--- config.mk ---
export PLATFORM = sky130hd
export DESIGN_NAME = sine_rom_scheduler
export DESIGN_NICKNAME = d
export VERILOG_FILES = /design/src/rtl/sine_rom_scheduler_pkg.sv /design/src/rtl/sine_rom_scheduler_tag_pipe.sv /design/src/rtl/sine_rom_scheduler.sv
export SDC_FILE = /design/constraint.sdc
export NUM_CORES = 1
export LEC_CHECK = 0
export ABC_AREA = 1
export BUFFER_PORTS_ARGS = -buffer_cell sky130_fd_sc_hd__buf_4
export CORE_MARGIN = 10
export CORE_UTILIZATION = 35
export CTS_CLUSTER_DIAMETER = 30
export DETAILED_ROUTE_END_ITERATION = 6
export PLACE_DENSITY = 0.56
export SLEW_MARGIN = 40
export SYNTH_ARGS = -nofsm -noshare
export SYNTH_HDL_FRONTEND = slang
export SYNTH_SLANG_ARGS = --single-unit
--- constraint.sdc ---
create_clock -name clk -period 2.45 [get_ports clk]
set_input_delay 0 -clock clk [delete_from_list [all_inputs] [get_ports clk]]
set_output_delay 0 -clock clk [all_outputs]
set_load 0.01 [all_outputs]
--- src/rtl/sine_rom_scheduler_pkg.sv ---
`default_nettype none
// ============================================================================
// svpwm_pkg : shared widths, ROM request tags and scheduler states
// Rev 1.0
// ============================================================================
package svpwm_pkg;

  localparam int ANGLE_W         = 10;
  localparam int DATA_W          = 16;
  localparam int IDX_MAX_DEFAULT = 960;

  typedef enum logic [1:0] {
    TAG_NONE = 2'd0,
    TAG_T1   = 2'd1,
    TAG_T2   = 2'd2,
    TAG_AUX  = 2'd3
  } tag_e;

  typedef enum logic [1:0] {
    ST_IDLE   = 2'd0,
    ST_ISSUE1 = 2'd1,
    ST_ISSUE2 = 2'd2
  } state_e;

  function automatic logic is_frame_tag(input tag_e t);
    return (t == TAG_T1) || (t == TAG_T2);
  endfunction

endpackage
`default_nettype wire

--- src/rtl/sine_rom_scheduler_tag_pipe.sv ---
`default_nettype none
// ============================================================================
// rom_tag_pipe : LAT-deep tag shift register aligned with ROM read latency
// Rev 1.0
// ============================================================================
module rom_tag_pipe
  import svpwm_pkg::*;
#(
  parameter int LAT = 2
) (
  input  logic       clk_i,
  input  logic       rst_i,
  input  logic       drop_frame_i,
  input  logic [1:0] tag_i,
  output logic [1:0] tag_o
);

  tag_e pipe_q [LAT];

  // Frame tags are scrubbed both on entry and while travelling so a
  // disabled frame can never commit, whatever stage it has reached.
  function automatic tag_e mask_tag(input tag_e t, input logic drop);
    return (drop && is_frame_tag(t)) ? TAG_NONE : t;
  endfunction

  always_ff @(posedge clk_i) begin
    if (rst_i) begin
      for (int i = 0; i < LAT; i++) pipe_q[i] <= TAG_NONE;
    end else begin
      pipe_q[0] <= mask_tag(tag_e'(tag_i), drop_frame_i);
      for (int i = 1; i < LAT; i++) pipe_q[i] <= mask_tag(pipe_q[i-1], drop_frame_i);
    end
  end

  assign tag_o = mask_tag(pipe_q[LAT-1], drop_frame_i);

endmodule
`default_nettype wire

--- src/rtl/sine_rom_scheduler.sv ---
`default_nettype none
// ============================================================================
// sine_rom_scheduler : shares one sine ROM between the T1/T2 frame lookups
//                      and an aux requester, committing sin_u1/sin_u2 together
// Rev 1.0
// ============================================================================
module sine_rom_scheduler
  import svpwm_pkg::*;
#(
  parameter int ROM_LAT = 2,
  parameter int IDX_MAX = IDX_MAX_DEFAULT
) (
  input  logic               clk,
  input  logic               reset,
  input  logic               enable,
  input  logic               synchr_clk,
  input  logic [ANGLE_W-1:0] sin_t1,
  input  logic [ANGLE_W-1:0] sin_t2,
  output logic [DATA_W-1:0]  sin_u1,
  output logic [DATA_W-1:0]  sin_u2,
  output logic               sin_valid,
  input  logic               aux_req,
  input  logic [ANGLE_W-1:0] aux_addr,
  output logic               aux_ack,
  output logic [DATA_W-1:0]  aux_data,
  output logic               rom_rd,
  output logic [ANGLE_W-1:0] rom_addr,
  input  logic [DATA_W-1:0]  rom_data,
  output logic               addr_err,
  output logic               overrun
);

  localparam logic [ANGLE_W-1:0] c_idx_max = ANGLE_W'(IDX_MAX);

  state_e              state_q, state_d;
  logic                old_synchr_q;
  logic [ANGLE_W-1:0]  addr1_q, addr2_q;
  logic [DATA_W-1:0]   d1_q;
  logic [DATA_W-1:0]   sin_u1_q, sin_u2_q, aux_data_q;
  logic                sin_valid_q, aux_ack_q, aux_busy_q;
  logic                addr_err_q, overrun_q;

  logic                w_trigger;
  logic                w_t1_clamp, w_t2_clamp, w_aux_clamp;
  logic [ANGLE_W-1:0]  w_t1_idx, w_t2_idx, w_aux_idx;
  logic                w_rom_rd, w_aux_issue;
  logic [ANGLE_W-1:0]  w_rom_addr;
  tag_e                w_issue_tag, w_exit_tag;
  logic [1:0]          w_exit_raw;

  assign w_trigger   = old_synchr_q & ~synchr_clk & enable;
  assign w_t1_clamp  = sin_t1 > c_idx_max;
  assign w_t2_clamp  = sin_t2 > c_idx_max;
  assign w_aux_clamp = aux_addr > c_idx_max;
  assign w_t1_idx    = w_t1_clamp  ? c_idx_max : sin_t1;
  assign w_t2_idx    = w_t2_clamp  ? c_idx_max : sin_t2;
  assign w_aux_idx   = w_aux_clamp ? c_idx_max : aux_addr;

  always_ff @(posedge clk) begin
    if (reset) state_q <= ST_IDLE;
    else       state_q <= state_d;
  end

  // Aux waits out the cycle its ack is visible, since the requester only
  // drops aux_req after seeing that ack.
  always_comb begin
    state_d     = state_q;
    w_rom_rd    = 1'b0;
    w_rom_addr  = '0;
    w_issue_tag = TAG_NONE;
    w_aux_issue = 1'b0;
    case (state_q)
      ST_IDLE: begin
        if (w_trigger) begin
          state_d = ST_ISSUE1;
        end else if (aux_req && !aux_busy_q && !aux_ack_q) begin
          w_aux_issue = 1'b1;
          w_rom_rd    = 1'b1;
          w_rom_addr  = w_aux_idx;
          w_issue_tag = TAG_AUX;
        end
      end
      ST_ISSUE1: begin
        w_rom_rd    = 1'b1;
        w_rom_addr  = addr1_q;
        w_issue_tag = TAG_T1;
        state_d     = ST_ISSUE2;
      end
      ST_ISSUE2: begin
        w_rom_rd    = 1'b1;
        w_rom_addr  = addr2_q;
        w_issue_tag = TAG_T2;
        state_d     = ST_IDLE;
      end
      default: state_d = ST_IDLE;
    endcase
    if (reset) begin
      w_rom_rd    = 1'b0;
      w_rom_addr  = '0;
      w_issue_tag = TAG_NONE;
      w_aux_issue = 1'b0;
    end
  end

  rom_tag_pipe #(
    .LAT (ROM_LAT)
  ) u_tag_pipe (
    .clk_i        (clk),
    .rst_i        (reset),
    .drop_frame_i (~enable),
    .tag_i        (w_issue_tag),
    .tag_o        (w_exit_raw)
  );

  assign w_exit_tag = tag_e'(w_exit_raw);

  always_ff @(posedge clk) begin
    if (reset) begin
      old_synchr_q <= 1'b0;
      addr1_q      <= '0;
      addr2_q      <= '0;
      d1_q         <= '0;
      sin_u1_q     <= '0;
      sin_u2_q     <= '0;
      sin_valid_q  <= 1'b0;
      aux_ack_q    <= 1'b0;
      aux_data_q   <= '0;
      aux_busy_q   <= 1'b0;
      addr_err_q   <= 1'b0;
      overrun_q    <= 1'b0;
    end else begin
      old_synchr_q <= synchr_clk;
      if (w_trigger && state_q == ST_IDLE) begin
        addr1_q <= w_t1_idx;
        addr2_q <= w_t2_idx;
        if (w_t1_clamp || w_t2_clamp) addr_err_q <= 1'b1;
      end
      if (w_trigger && state_q != ST_IDLE) overrun_q <= 1'b1;
      if (w_aux_issue && w_aux_clamp) addr_err_q <= 1'b1;

      if (w_aux_issue)    aux_busy_q <= 1'b1;
      else if (aux_ack_q) aux_busy_q <= 1'b0;

      aux_ack_q <= (w_exit_tag == TAG_AUX);
      if (w_exit_tag == TAG_AUX) aux_data_q <= rom_data;
      if (w_exit_tag == TAG_T1)  d1_q <= rom_data;

      // T2 return commits the pair directly, keeping the frame latency tight.
      sin_valid_q <= 1'b0;
      if (!enable) begin
        sin_u1_q <= '0;
        sin_u2_q <= '0;
      end else if (w_exit_tag == TAG_T2) begin
        sin_u1_q    <= d1_q;
        sin_u2_q    <= rom_data;
        sin_valid_q <= 1'b1;
      end
    end
  end

  assign sin_u1    = sin_u1_q;
  assign sin_u2    = sin_u2_q;
  assign sin_valid = sin_valid_q;
  assign aux_ack   = aux_ack_q;
  assign aux_data  = aux_data_q;
  assign rom_rd    = w_rom_rd;
  assign rom_addr  = w_rom_addr;
  assign addr_err  = addr_err_q;
  assign overrun   = overrun_q;

endmodule
`default_nettype wire

==> qor.json <==
{
  "run_status": "completed",
  "multi_input_area_um2": 1560,
  "placedCellCount": 720,
  "clk_latency_ns": 0.36,
  "placement_rows": 37,
  "die_width_um": 124,
  "viasPerCell": 4.77,
  "synth.avg_cell_area_um2": 7.68,
  "post_synth_instance_area_um2": 3760,
  "seq_area_frac_synth_pct": 51.1,
  "worst_setup_path_end_kind": "primary output",
  "drt_iter0_drc": 276,
  "synth-async-reset-ratio_pct": 0,
  "grt_max_degree": 36,
  "num_ports": 114,
  "setup.worst_path.start": "state_q[1]",
  "routed-via-count": 3703,
  "postCtsResizedCells": 0,
  "critical_path.max_fanout": 11,
  "ctsHtreeMaxLevel": 3,
  "ctsLongestPathBuffers": 2,
  "vias_in_the_first_global_route": 3617,
  "setup_tns_ns": 0,
  "drt.antenna.violating_nets": 0,
  "timing.final.max_slew_violations": 0,
  "yosys_warnings": 0,
  "setup_repair_after_global_routing_missed_its_margin": "false",
  "timing_worst_slew_pin_value_ns": 0.617,
  "initial_utilization_pct": 36.1,
  "r2r_cells": 5,
  "cts.clk_slew.worst_paths_ns": 0.09,
  "synthMostInstantiatedCell": "nor2_1",
  "yosys_register_bits": 96,
  "worst_slew_margin_rel_pct": 58.8,
  "min_path_cells": 5,
  "dp.final_hpwl_um": 8620,
  "cts_root_buf": "clkbuf_8",
  "first_pass_grt_wire_length_um": 19000,
  "post-cts-setup-buffer-count": 0,
  "core-area_um2": 10400,
  "synth_top_flop_cell": "dfxtp_1",
  "combined_flip_flop_and_latch_cell_area_um2": 1920,
  "final_min_period_over_clock_period_pct": 81.3,
  "irDropWorstVdd_v": 0.000357,
  "grt_usage_pct": 15.5,
  "ys_types": 27,
  "max_freq_mhz": 502,
  "drc_errors": 0,
  "yosysTopAreaCell": "dfxtp_1",
  "worstReg2RegEnd": "sin_u1[9]",
  "worst_setup_sp_type": "register",
  "tritoncts": "built",
  "n_fill_cell": 1039,
  "worst-r2r-setup-slack_ns": 0.74,
  "layout_min_cycle_time_ns": 1.99,
  "top_cells_by_area_in_the_synthesized_netlist": "dfxtp_1 (51%), nor2_1 (12%), o21ai_0 (9.6%)",
  "routed_wirelength_um": 12000,
  "antenna_found_initial": 0,
  "die-area_um2": 15300,
  "total_of_hold_buffers_inserted_after_clock_tree_synthesis": 40,
  "synthToLayoutAreaGrowth_pct": 41.8,
  "cap_violations": 0,
  "synth-edff-count": 0,
  "crit-reg2reg-launch": "u_tag_pipe.pipe_q[0][3]",
  "synthesized_instance_count": 490,
  "cp_data_arrival_time_ns": 1.99,
  "postSynthNetCount": 547,
  "hold_violations": 0,
  "criticalPathCategory": "reg -> out",
  "final.setup_skew_ns": 0.0125,
  "clock_sinks": 96,
  "routedWlPerCell_um": 15.5,
  "port_buffers": 113,
  "static-leakage-power_nw": 2.39,
  "dr.pass1.iters": 5,
  "floorplan.die.height_um": 124,
  "grt_residual_overflow": 0,
  "min-delay-path-class": "in -> reg",
  "netlist.area_leader.share_pct": 51.1,
  "setup_viol": 0,
  "gp_congestion": 0.878,
  "post_route_cells_drive_above_1_share_pct": 22.0,
  "final_cells": 777,
  "cts_made_buffers": 9,
  "timing.critical_path.to": "rom_addr[2]",
  "layout.nets": 692,
  "cp.required_ns": 2.45,
  "netlist_top_cells_count": "nor2_1 (125), dfxtp_1 (96), o21ai_0 (72)",
  "power_density_nw_per_um2": 601
}
## metrics by stage
stage	instance area [µm²]	hold slack (ns)	utilization, %	worst slack, ns	total power [mW]
3_5_place_dp	4690	0.235	45.0	0.752	1.94
2_1_floorplan	3760	0.0728	-	1.06	1.79
3_3_place_gp	4690	0.228	45.0	0.802	1.93
6_report	5330	0.0385	51.2	0.457	3.21
5_1_grt	5330	0.0514	51.2	0.342	3.34
4_1_cts	5330	0.0338	51.2	0.478	3.23
## layout by cell type (no fill, tap or decap), drive strengths merged, types with 10 or more instances in the layout
| cell type | n |
|---|---|
| nor2 | 127 |
| buf | 119 |
| dfxtp | 96 |
| o21ai | 77 |
| a21oi | 48 |
| nand2 | 42 |
| dlygate4sd3 | 40 |
| inv | 38 |
| nand3 | 13 |
| clkbuf | 10 |
## layout make-up
type,count,share of cell area (%)
diodes,1,0.0469
clock buffers,10,2.39
clock inverters,6,2.18
inverters,37,2.60
multi-input cells,332,29.3
flip-flops and latches,96,36.0
well taps,136,3.19
repair buffers,159,24.3
## worst max-delay path: stages (launching register included)
cell	delay (ns)
dfxtp_1	0.36
inv_1	0.16
ha_1	0.26
nand2_1	0.09
nor2_1	0.14
buf_4	0.20
nand3_1	0.10
a21oi_1	0.18
buf_4	0.15
## per-layer routing
| metal | wire, µm | part of all wire, % | GRT usage, % | vias up |
|---|---|---|---|---|
| met3 | 503 | 4.2 | 2.67 | 15 |
| met1 | 5550 | 46 | 20.6 | 1715 |
| met5 | 0 | 0 | 0 | - |
| met2 | 5770 | 48 | 24.7 | 84 |
| li1 | - | - | - | 1889 |
| met4 | 222 | 1.8 | 5.68 | 0 |
## worst min-delay path by stage
stage	endpoint	from
finish	aux_busy_q	aux_req
CTS	aux_busy_q	aux_req
detailed placement	old_synchr_q	synchr_clk
global placement	old_synchr_q	synchr_clk
global route	aux_busy_q	aux_req
floorplan	state_q[0]	reset
## registers in the layout, summed over array words and instances (netlist names), 2 cells and up
signal and count:
addr1_q 10, u_tag_pipe.pipe_q 4, aux_data 16, addr2_q 10
state_q 2, sin_u1 16, sin_u2 16, d1_q 16
## cell families after synthesis
group           share of synthesized area, %
flops                                   51.1
compound gates                          20.4
simple gates                            19.2
fa+ha+maj                               2.00
buf+inv                                 7.38
## power by group
part	total, mW	leakage, nW	internal [mW]	switching (mW)
Clock	1.25	0.115	0.686	0.568
Sequential	1.61	0.777	1.60	0.0175
Combinational	0.340	1.49	0.166	0.174
Total	3.21	2.39	2.45	0.760
No activity file was read; power rests on OpenSTA's default activity.
